--- src/rtl/fwd_pkg.sv ---
// fwd_pkg: operand-B source encodings, tracked-entry record and stage-index width helper
package fwd_pkg;
  localparam logic [1:0] ALUSRC_REG = 2'b00;
  localparam logic [1:0] ALUSRC_IMM = 2'b01;
  localparam logic [1:0] ALUSRC_R15 = 2'b10;
  localparam logic [1:0] ALUSRC_RSV = 2'b11;
  localparam int MAX_RW = 8;
  typedef struct packed {
    logic              valid;
    logic [MAX_RW-1:0] dst;
    logic              wide;
    logic              late;
  } fwd_entry_t;
  function automatic int fwd_stage_w(input int depth);
    return $clog2(depth + 1);
  endfunction
endpackage

--- src/rtl/fwd_track_pipe.sv ---
// fwd_track_pipe: shift register of in-flight destination writes with flush and stall bubbles
module fwd_track_pipe import fwd_pkg::*; #(
  parameter int DEPTH = 2
) (
  input  logic                   clk,
  input  logic                   rst_n,
  input  logic                   flush,
  input  logic                   bubble,
  input  fwd_entry_t             issue,
  output fwd_entry_t [DEPTH-1:0] ent
);
  fwd_entry_t head;
  fwd_entry_t [DEPTH:0] chain;
  always_comb begin
    head = issue;
    head.valid = issue.valid & ~bubble;
  end
  // chain[0] is the incoming entry, chain[k] the current occupant of slot k-1
  assign chain = {ent, head};
  always_ff @(posedge clk or negedge rst_n)
    if (!rst_n) ent <= '0;
    else if (flush) ent <= '0;
    else ent <= chain[DEPTH-1:0];
endmodule

--- src/rtl/operand_forward_unit.sv ---
// operand_forward_unit: operand-B selector with producer tracking, forwarding and load-use stall
module operand_forward_unit import fwd_pkg::*; #(
  parameter int DW      = 16,
  parameter int RW      = 4,
  parameter int DEPTH   = 2,
  parameter int HI_REG  = 0,
  parameter int R15_REG = 15
) (
  input  logic                            clk,
  input  logic                            rst_n,
  input  logic                            flush,
  input  logic                            issue_valid,
  input  logic [RW-1:0]                   issue_dst,
  input  logic                            issue_wide,
  input  logic                            issue_late,
  input  logic [DEPTH*2*DW-1:0]           stage_result,
  input  logic [RW-1:0]                   src_reg,
  input  logic [1:0]                      alusrc,
  input  logic [DW-1:0]                   op2,
  input  logic [DW-1:0]                   seimmd,
  input  logic [DW-1:0]                   r15,
  output logic [DW-1:0]                   result,
  output logic [fwd_stage_w(DEPTH)-1:0]   fwd_stage,
  output logic                            fwd_hi,
  output logic                            stall,
  output logic [15:0]                     stall_count
);
  localparam int FW = fwd_stage_w(DEPTH);
  fwd_entry_t issue;
  fwd_entry_t [DEPTH-1:0] ent;
  logic look;
  logic [RW-1:0] addr;
  logic [DEPTH-1:0] m_lo, m_hi, usable;
  logic [DW-1:0] nofwd;
  assign issue = '{valid: issue_valid, dst: MAX_RW'(issue_dst), wide: issue_wide, late: issue_late};
  fwd_track_pipe #(.DEPTH(DEPTH)) u_pipe (
    .clk    (clk),
    .rst_n  (rst_n),
    .flush  (flush),
    .bubble (stall),
    .issue  (issue),
    .ent    (ent)
  );
  assign look  = alusrc == ALUSRC_REG || alusrc == ALUSRC_R15;
  assign addr  = alusrc == ALUSRC_R15 ? RW'(R15_REG) : src_reg;
  assign nofwd = alusrc == ALUSRC_REG ? op2 :
                 alusrc == ALUSRC_IMM ? seimmd :
                 alusrc == ALUSRC_RSV ? '0 : r15;
  for (genvar k = 0; k < DEPTH; k++) begin : g_m
    assign m_lo[k]   = ent[k].valid && ent[k].dst == MAX_RW'(addr);
    assign m_hi[k]   = ent[k].valid && ent[k].wide && addr == RW'(HI_REG);
    assign usable[k] = look && (m_lo[k] || m_hi[k]) && !(ent[k].late && k == 0);
  end
  // a late producer one stage ahead cannot be forwarded yet, so hold decode instead
  assign stall = look && (m_lo[0] || m_hi[0]) && ent[0].late;
  always_comb begin
    result = nofwd;
    fwd_stage = '0;
    fwd_hi = 1'b0;
    for (int k = DEPTH - 1; k >= 0; k--)
      if (usable[k] && !stall) begin
        result = m_lo[k] ? stage_result[k*2*DW +: DW] : stage_result[k*2*DW+DW +: DW];
        fwd_stage = FW'(k + 1);
        fwd_hi = !m_lo[k];
      end
  end
  always_ff @(posedge clk or negedge rst_n)
    if (!rst_n) stall_count <= '0;
    else if (stall && stall_count != 16'hFFFF) stall_count <= stall_count + 16'd1;
endmodule

--- config.mk ---
export PLATFORM = sky130hd
export DESIGN_NAME = operand_forward_unit
export DESIGN_NICKNAME = d
export VERILOG_FILES = /design/src/rtl/fwd_pkg.sv /design/src/rtl/fwd_track_pipe.sv /design/src/rtl/operand_forward_unit.sv
export SDC_FILE = /design/constraint.sdc
export NUM_CORES = 1
export LEC_CHECK = 0
export ABC_AREA = 1
export CAP_MARGIN = 20
export CORE_MARGIN = 4
export CORE_UTILIZATION = 25
export DETAILED_ROUTE_END_ITERATION = 12
export PLACE_DENSITY = 0.61
export SYNTH_ARGS = -nofsm -noshare
export SYNTH_HDL_FRONTEND = slang
export SYNTH_HIERARCHICAL = 1
export SYNTH_SLANG_ARGS = --single-unit
--- constraint.sdc ---
create_clock -name clk -period 3.3 [get_ports clk]
set_clock_uncertainty 0.2 [all_clocks]
set_input_delay 0.33 -clock clk [delete_from_list [all_inputs] [get_ports clk]]
set_output_delay 0.33 -clock clk [all_outputs]
set_load 0.05 [all_outputs]
# Word level (Yosys, flattened, before mapping)
# Cells that the tools add are included.
classes:
  n_reduce_logical: 22
  add_sub_neg: 1
  n_bitwise: 2
  n_eq_ne: 6
  mux: 13
op_table:
  columns: ["operator", "n"]
  rows:
  - ["2-to-1 mux 16 bit", 7]
  - ["2-to-1 mux 22 bit", 1]
  - ["adder 16 x 1 -> 16 bit (second input constant)", 1]
  - ["equality test 8 x 4 -> 1 bit", 2]
  - ["!= test 16 bit (second input constant)", 1]
  - ["logical AND 1 bit", 13]
  - ["equality test 2 bit (second input constant)", 2]
  - ["logical NOT 1 bit", 4]
  - ["logical NOT 4 bit", 1]
  - ["2-to-1 mux 2 bit", 2]
  - ["2-to-1 mux 4 bit", 1]
  - ["logical OR 1 bit", 3]
  - ["equality test 2 x 1 -> 1 bit (second input constant)", 1]
  - ["logical NOT 2 bit", 1]
  - ["2-to-1 mux 1 bit", 2]
  - ["AND 1 bit", 1]
  - ["inverter 1 bit", 1]
word_totals:
  input_bits: 128
  reg_bits: 37

# Logic depth before layout (Yosys ltp)
# Gate-level depths: netlist of run 1.
depth:
  ltp_word: 11
  mapped_depth: 14
  depth_no_buf: 13

# Modules after synthesis
# The synthesis of run 1 kept the hierarchy.
modules_own_cells:
  columns: ["mod", "seq_area_each_um2", "instances", "area_each_um2", "cells_each"]
  rows:
  - ["operand_forward_unit", 400.4, 1, 2593.7, 442]
  - ["fwd_track_pipe", 550.5, 1, 742.0, 69]

# Worst setup path before layout of run 1
# OpenSTA, ideal clock, no wires.
synth_path:
  path_type: "register -> output"
  startpoint: "register, netlist name u_pipe/ent[18]"
  endpoint: "output fwd_hi"
  n_path_buf: 0
  slack_ns: 0.161
  t_required_ns: 2.770
  arrival_time_ns: 2.609
  path_stages_with_launch: 11
  path_cell_list: "dfrtp_1 -> or2_2 -> nor2_1 -> nand2_1 -> nor2_1 -> nand3_2 -> a21oi_4 -> inv_1 -> nor2_1 -> nand2_1 -> o21ai_0"
synth_via:
  elab_chain_len: 7
synth_rtl:
  columns: ["item", "line", "rtl"]
  rows:
  - ["equality test 8 x 4 -> 1 bit *", "operand_forward_unit.sv:50", "assign m_lo[k] = ent[k].valid && ent[k].dst == MAX_RW'(addr);"]
  - ["logical AND 1 bit *", "operand_forward_unit.sv:50", null]
  - ["logical OR 1 bit", "operand_forward_unit.sv:52", "assign usable[k] = look && (m_lo[k] || m_hi[k]) && !(ent[k].late && k == 0);"]
  - ["logical AND 1 bit", "operand_forward_unit.sv:52", null]
  - ["logical AND 1 bit", "operand_forward_unit.sv:61", "if (usable[k] && !stall) begin"]
  - ["2-to-1 mux 1 bit * (2 in a row)", "operand_forward_unit.sv:61", null]
  - ["to (decl)", "operand_forward_unit.sv:24", "output logic fwd_hi,"]
# Mark *: on every way between the ends. The rest lies on a longest branch, timed or not.

# Worst setup path after layout of run 1
layout_path:
  startpoint: "input alusrc[0]"
  endpoint: "output fwd_hi"
layout_via:
  elab_chain_len: 11
layout_rtl:
  columns: ["item", "line", "rtl"]
  rows:
  - ["from (decl)", "operand_forward_unit.sv:18", "input logic [1:0] alusrc,"]
  - ["equality test 2 bit", "operand_forward_unit.sv:44, operand_forward_unit.sv:45", null]
  - ["2-to-1 mux 4 bit", "operand_forward_unit.sv:45", "assign addr = alusrc == ALUSRC_R15 ? RW'(R15_REG) : src_reg;"]
  - ["equality test 8 x 4 -> 1 bit / logical NOT 4 bit (equally long branches)", "operand_forward_unit.sv:50, operand_forward_unit.sv:51", null]
  - ["logical AND 1 bit, on equally long branches", "operand_forward_unit.sv:50, operand_forward_unit.sv:51", null]
  - ["logical OR 1 bit", "operand_forward_unit.sv:52, operand_forward_unit.sv:55", null]
  - ["logical AND 1 bit", "operand_forward_unit.sv:52, operand_forward_unit.sv:55", null]
  - ["logical AND 1 bit", "operand_forward_unit.sv:55", "assign stall = look && (m_lo[0] || m_hi[0]) && ent[0].late;"]
  - ["logical NOT 1 bit", "operand_forward_unit.sv:61", null]
  - ["logical AND 1 bit", "operand_forward_unit.sv:61", null]
  - ["2-to-1 mux 1 bit", "operand_forward_unit.sv:61", null]
  - ["2-to-1 mux 1 bit *", "operand_forward_unit.sv:61", null]
# Marked as above.

==> flow_summary.yaml, run 1 <==
grt:
  grt_pass1_wl_um: 19700
  grt_pass1_vias: 3888
  antenna_found_initial: 0
  grt_usage_pct: 16.6
  grt_max_degree: 38
  grt_overflow_total: 0
critical_path:
  crit_family: "simple AND/OR/NAND/NOR gates"
  cp.arrival_ps: 2540
  startpoint_type: "primary input"
  worst-path-max-fanout: 17
  required_ps: 2770
  end_kind: "output pin"
  max_stage_delay_ps: 490
  critPathSlowestCell: "clkdlybuf4s50_1"
  cpMostUsedCell: "nand2_1"
  critical_path_buf_inv_count: 4
  critPathKind: "primary input to output pin"
  cp_cell_sequence: "clkdlybuf4s50_1 > inv_2 > nand2_4 > nand2_1 > nand2_1 > nand2_1 > nor2_2 > nand3_4 > nand2_4 > nand2_2 > nor2_4 > inv_4 > o21ai_0 > buf_12"
drt:
  firstDrtPassIters: 4
  initialDrtViolationCount: 209
  routed_wl_um: 13000
  avgViaCountPerCell: 4.56
  drcViolationCount: 0
  ant_nets: 0
  vias: 3855
  wl_per_cell_um: 15.4
final_layout:
  syn2layout_area_growth_pct: 65.1
  drive_above_1_share_pct: 12.2
  design_area_sq_um: 5450
  antenna_cells: 0
  multiInputGateArea_sq_um: 1860
  fillCellCount: 1303
  nets: 803
  final_cell_mix: "clkdlybuf4s50_1 (143), nand2_1 (123), inv_1 (94)"
  seq_area_sq_um: 926
  final_common_cell: "clkdlybuf4s50_1"
power_and_ir_drop:
  power_mw: 1.40
  p_sw_mw: 0.404
  combPwrFrac_pct: 34.9
  power_leakage_nw: 2.58
  p_sw_share_pct: 28.9
  powerDensity_nw_per_um2: 256
  ir_worst_vdd_v: 0.000275
  internal-power_mw: 0.993
  clkPwrFrac_pct: 30.9
  power_frac_seq_pct: 34.1
clocking:
  clock_sinks: 37
  cts.repair.resized: 0
  cts_inserted_buffers: 5
  cts_root_buffer: "clkbuf_16"
  clk_pin_slew_ps: 50
  clock_path_buffers: 2
  holdBufCountCts: 0
  h-tree-depth: 2
  cts_tree: "done"
  clock_latency_ps: 280
  postCtsSetupRepairBufs: 0
placement:
  dpl_cell_area_sq_um: 5320
  numPortBuffers: 163
  hpwl_um: 10700
  gp_congestion: 0.896
die:
  floorplan.initialDensity_pct: 25.9
  die_w_um: 123
  die_height_um: 123
  coreArea_sq_um: 12800
  ios: 164
  num_rows: 41
  dieArea_sq_um: 15100
sta:
  setup_tns_ps: 0
  fmax_mhz: 325
  finalHoldViolations: 0
  period_share_pct: 93.1
  tightest_slew_ps: 711
  hold_ws_ps: 267
  min_period_ps: 3070
  finalMaxSlewViolations: 0
  setup-violations-final: 0
  relSlewSlack_pct: 52.5
  rsz0062_at_grt: "no"
run:
  maxCapViolations: 0
min_path:
  hp-class: "primary input to asynchronous set/reset pin"
logic_synthesis:
  synth_warnings: 6
  syn_area_per_cell_sq_um: 6.50
  synth_cells: 508
  netlist_area_sq_um: 3300
run_status:
  status: "finished clean"
layer usage:
layer  wire (um)  GRT usage, %
met4         311          4.48
met3        1120          3.34
met5           0             0
met2        6130          29.5
met1        5490          20.3
power groups by stage:
stage / Clock [mW] / Sequential, mW / Combinational (mW)
after floorplan: 0 / 0.487 / 0.190
after detailed placement: 0 / 0.484 / 0.492
after global routing: 0.464 / 0.478 / 0.522
after global placement: 0 / 0.484 / 0.488
final: 0.432 / 0.477 / 0.488
after CTS: 0.442 / 0.476 / 0.494
worst reg2reg max path, delay by kind of cell, from the launching register on:
family                 cells  cell delay, ps
flip-flops                 1             370
buffers and inverters      1             180
XOR/XNOR                   1             290
AND/OR/NAND/NOR            8            1380
state kept, by name, summed over array words and instances, names as in the netlist:
signal       flops
stall_count     16
u_pipe/ent      21
stage by stage:
stage               util, %  cells  worst slack (ps)
floorplan                 -    511               161
global placement       41.7    839               279
detailed placement     41.7    839               220
CTS                    42.7    845               220
global route           42.7    845              52.7
finish                 42.7    845               227
path summary, 6_finish.rpt:
check | slack (ps) | to | cells past startpoint | start
worst max-delay path | 230 | fwd_hi | 14 | alusrc[0]
worst min-delay path | 270 | stall_count[5] | 2 | rst_n
worst max register to register | 740 | stall_count[0] | 10 | u_pipe/ent[7]
worst min register to register | 270 | u_pipe/ent[17] | 2 | u_pipe/ent[6]
max in group asynchronous | 2300 | u_pipe/ent[15] | 2 | rst_n
min in group clk | 270 | u_pipe/ent[17] | 2 | u_pipe/ent[6]
layout make-up:
type,count,area share (%)
inverter,99,6.86
tap,172,3.95
clock buffer,5,2.29
multi-input combinational,353,34.2
timing repair buffer,178,35.7
clock inverter,1,0.0918
sequential,37,17.0
Power figures use the tool's default switching activity.
==> inputs of run 2 (changes only) <==
--- a/config.mk
+++ b/config.mk
@@ -6,11 +6,11 @@
 export NUM_CORES = 1
 export LEC_CHECK = 0
 export ABC_AREA = 1
-export CAP_MARGIN = 20
+export CAP_MARGIN = 30
+export CORE_ASPECT_RATIO = 1.1
 export CORE_MARGIN = 4
 export CORE_UTILIZATION = 25
 export DETAILED_ROUTE_END_ITERATION = 12
-export PLACE_DENSITY = 0.61
 export SYNTH_ARGS = -nofsm -noshare
 export SYNTH_HDL_FRONTEND = slang
 export SYNTH_HIERARCHICAL = 1
==> run 2 against run 1 <==
  * First-iteration DRC count increased by 28%
  * Die area about the same
  * Sequential cell count unchanged
  * Hold slack improved by 7.0 ps
  * Sequential share of layout area decreased by 0.051 points
  * Clock power increased by 25%
  * Register-to-register slack improved by 120 ps
  * Via count increased by 1.9%
  * Critical endpoint is now result[2]
  * Largest cell class unchanged
==> flow_summary.yaml, run 2 (synthesis results as in run 1) <==
run_status:
  status: "finished clean"
sta:
  min_period_ps: 3120
  finalMaxSlewViolations: 0
  period_share_pct: 94.5
  tightest_slew_ps: 803
  finalHoldViolations: 0
  setup-violations-final: 0
  fmax_mhz: 321
  relSlewSlack_pct: 46.5
clocking:
  clock_latency_ps: 280
  cts_root_buffer: "clkbuf_16"
  h-tree-depth: 2
  clock_sinks: 37
  cts_tree: "done"
  clk_pin_slew_ps: 60
  cts_inserted_buffers: 5
  clock_path_buffers: 2
critical_path:
  cp_cell_sequence: "clkdlybuf4s50_1 > inv_2 > nand2_4 > nand2_1 > xnor2_1 > nand3_4 > buf_4 > clkinvlp_4 > o211ai_1 > nand2_1 > buf_12"
  critPathSlowestCell: "clkdlybuf4s50_1"
  cpMostUsedCell: "nand2_1"
  critical_path_buf_inv_count: 5
  crit_family: "buffers and inverters"
  max_stage_delay_ps: 500
  worst-path-max-fanout: 17
  required_ps: 2770
  end_kind: "output pin"
  critPathKind: "primary input to output pin"
  cp.arrival_ps: 2590
  startpoint_type: "primary input"
die:
  floorplan.initialDensity_pct: 25.9
  num_rows: 43
  die_w_um: 118
  ios: 164
  coreArea_sq_um: 12800
  die_height_um: 129
  dieArea_sq_um: 15100
final_layout:
  drive_above_1_share_pct: 12.5
  largestRegisters: "u_pipe/ent: 21 flops, stall_count: 16 flops"
  final_cell_mix: "clkdlybuf4s50_1 (142), nand2_1 (123), inv_1 (94)"
  final_common_cell: "clkdlybuf4s50_1"
  nets: 802
  regMostFlops: "u_pipe/ent"
  largest_reg_flops: 21
  layoutNonFillerInstCount: 831
  design_area_sq_um: 5470
  antenna_cells: 0
  syn2layout_area_growth_pct: 65.6
placement:
  numPortBuffers: 163
  dp.cells: 819
  hpwl_um: 10800
  gp_congestion: 0.923
  dpl_cell_area_sq_um: 5260
drt:
  wl_met2_um: 6710
  met3_wirelength_um: 1000
  initialDrtViolationCount: 267
  drcViolationCount: 0
  firstDrtPassIters: 5
  ant_nets: 0
  avgViaCountPerCell: 4.73
  drt-met1-wl_um: 5440
  wl_per_cell_um: 16.1
  routed.top_layer: "met4"
  vias: 3927
  routed_wl_um: 13400
grt:
  grt_pass1_wl_um: 21500
  antenna_found_initial: 0
  grt_overflow_total: 0
  grt_pass1_vias: 4035
  grt_max_degree: 38
  grt_usage_pct: 17.6
power_and_ir_drop:
  p_sw_share_pct: 28.4
  power_leakage_nw: 2.58
  combPwrFrac_pct: 32.5
  clkPwrFrac_pct: 35.9
  internal-power_mw: 1.08
  powerDensity_nw_per_um2: 276
  ir_worst_vdd_v: 0.000296
  p_sw_mw: 0.428
  power_frac_seq_pct: 31.6
min_path:
  hp-class: "flip-flop to flip-flop"
run:
  maxCapViolations: 0
[run 2: metrics by stage]
| stage | utilization, % | hold slack [ps] | power [mW] | TNS, ps | worst slack [ps] |
|---|---|---|---|---|---|
| 4_1_cts | 42.7 | 278 | 1.52 | 0 | 100 |
| 5_1_grt | 42.9 | 294 | 1.58 | -1.38 | -1.38 |
| 6_report | 42.9 | 274 | 1.51 | 0 | 180 |
| 3_3_place_gp | 41.3 | 255 | 0.970 | 0 | 190 |
| 2_1_floorplan | - | -166 | 0.677 | 0 | 161 |
| 3_5_place_dp | 41.3 | 270 | 0.975 | 0 | 94.8 |
[run 2: final timing paths]
kind | end | slack [ps] | depth (start not counted) | start
worst max-delay path | result[2] | 180 | 11 | alusrc[0]
worst max register to register | stall_count[0] | 860 | 10 | u_pipe/ent[7]
worst min-delay path | u_pipe/ent[19] | 270 | 2 | u_pipe/ent[8]
worst min register to register | u_pipe/ent[19] | 270 | 2 | u_pipe/ent[8]
max in group asynchronous | u_pipe/ent[4] | 1910 | 2 | rst_n
min in group asynchronous | stall_count[3] | 470 | 2 | rst_n
[run 2: per-layer routing]
metal | vias up | GRT usage [%]
met5 | - | 0
met4 | 0 | 3.79
met3 | 13 | 4.40
met2 | 164 | 32.3
met1 | 1816 | 21.0
li1 | 1934 | -
[run 2: layout make-up]
type                    count  area (sq um)
clock buffers               5           125
clock inverters             3          46.3
fillers                  1316          7280
inverters                  99           378
multi-input cells         353          1860
flip-flops and latches     37           926
well taps                 157           196
repair buffers            177          1930
[run 2: worst min-delay path: stages, from the launching register on]
cell,delay [ps]
dfrtp_1,370
inv_1,50
nor2_1,30
[run 2: power groups by stage]
stage	combinational, mW	sequential, mW	clock (mW)
finish	0.490	0.477	0.541
global placement	0.486	0.484	0
global route	0.526	0.478	0.579
CTS	0.493	0.477	0.551
detailed placement	0.490	0.485	0
floorplan	0.190	0.487	0
[run 2: what timing repair did]
action | 4_1_cts | 5_1_grt
resized for setup | 0 | 2
setup endpoints to repair | 0 | 17
endpoints found under the hold margin | 37 | 0
buffers inserted | 0 | 2
hold buffers | 1 | 0
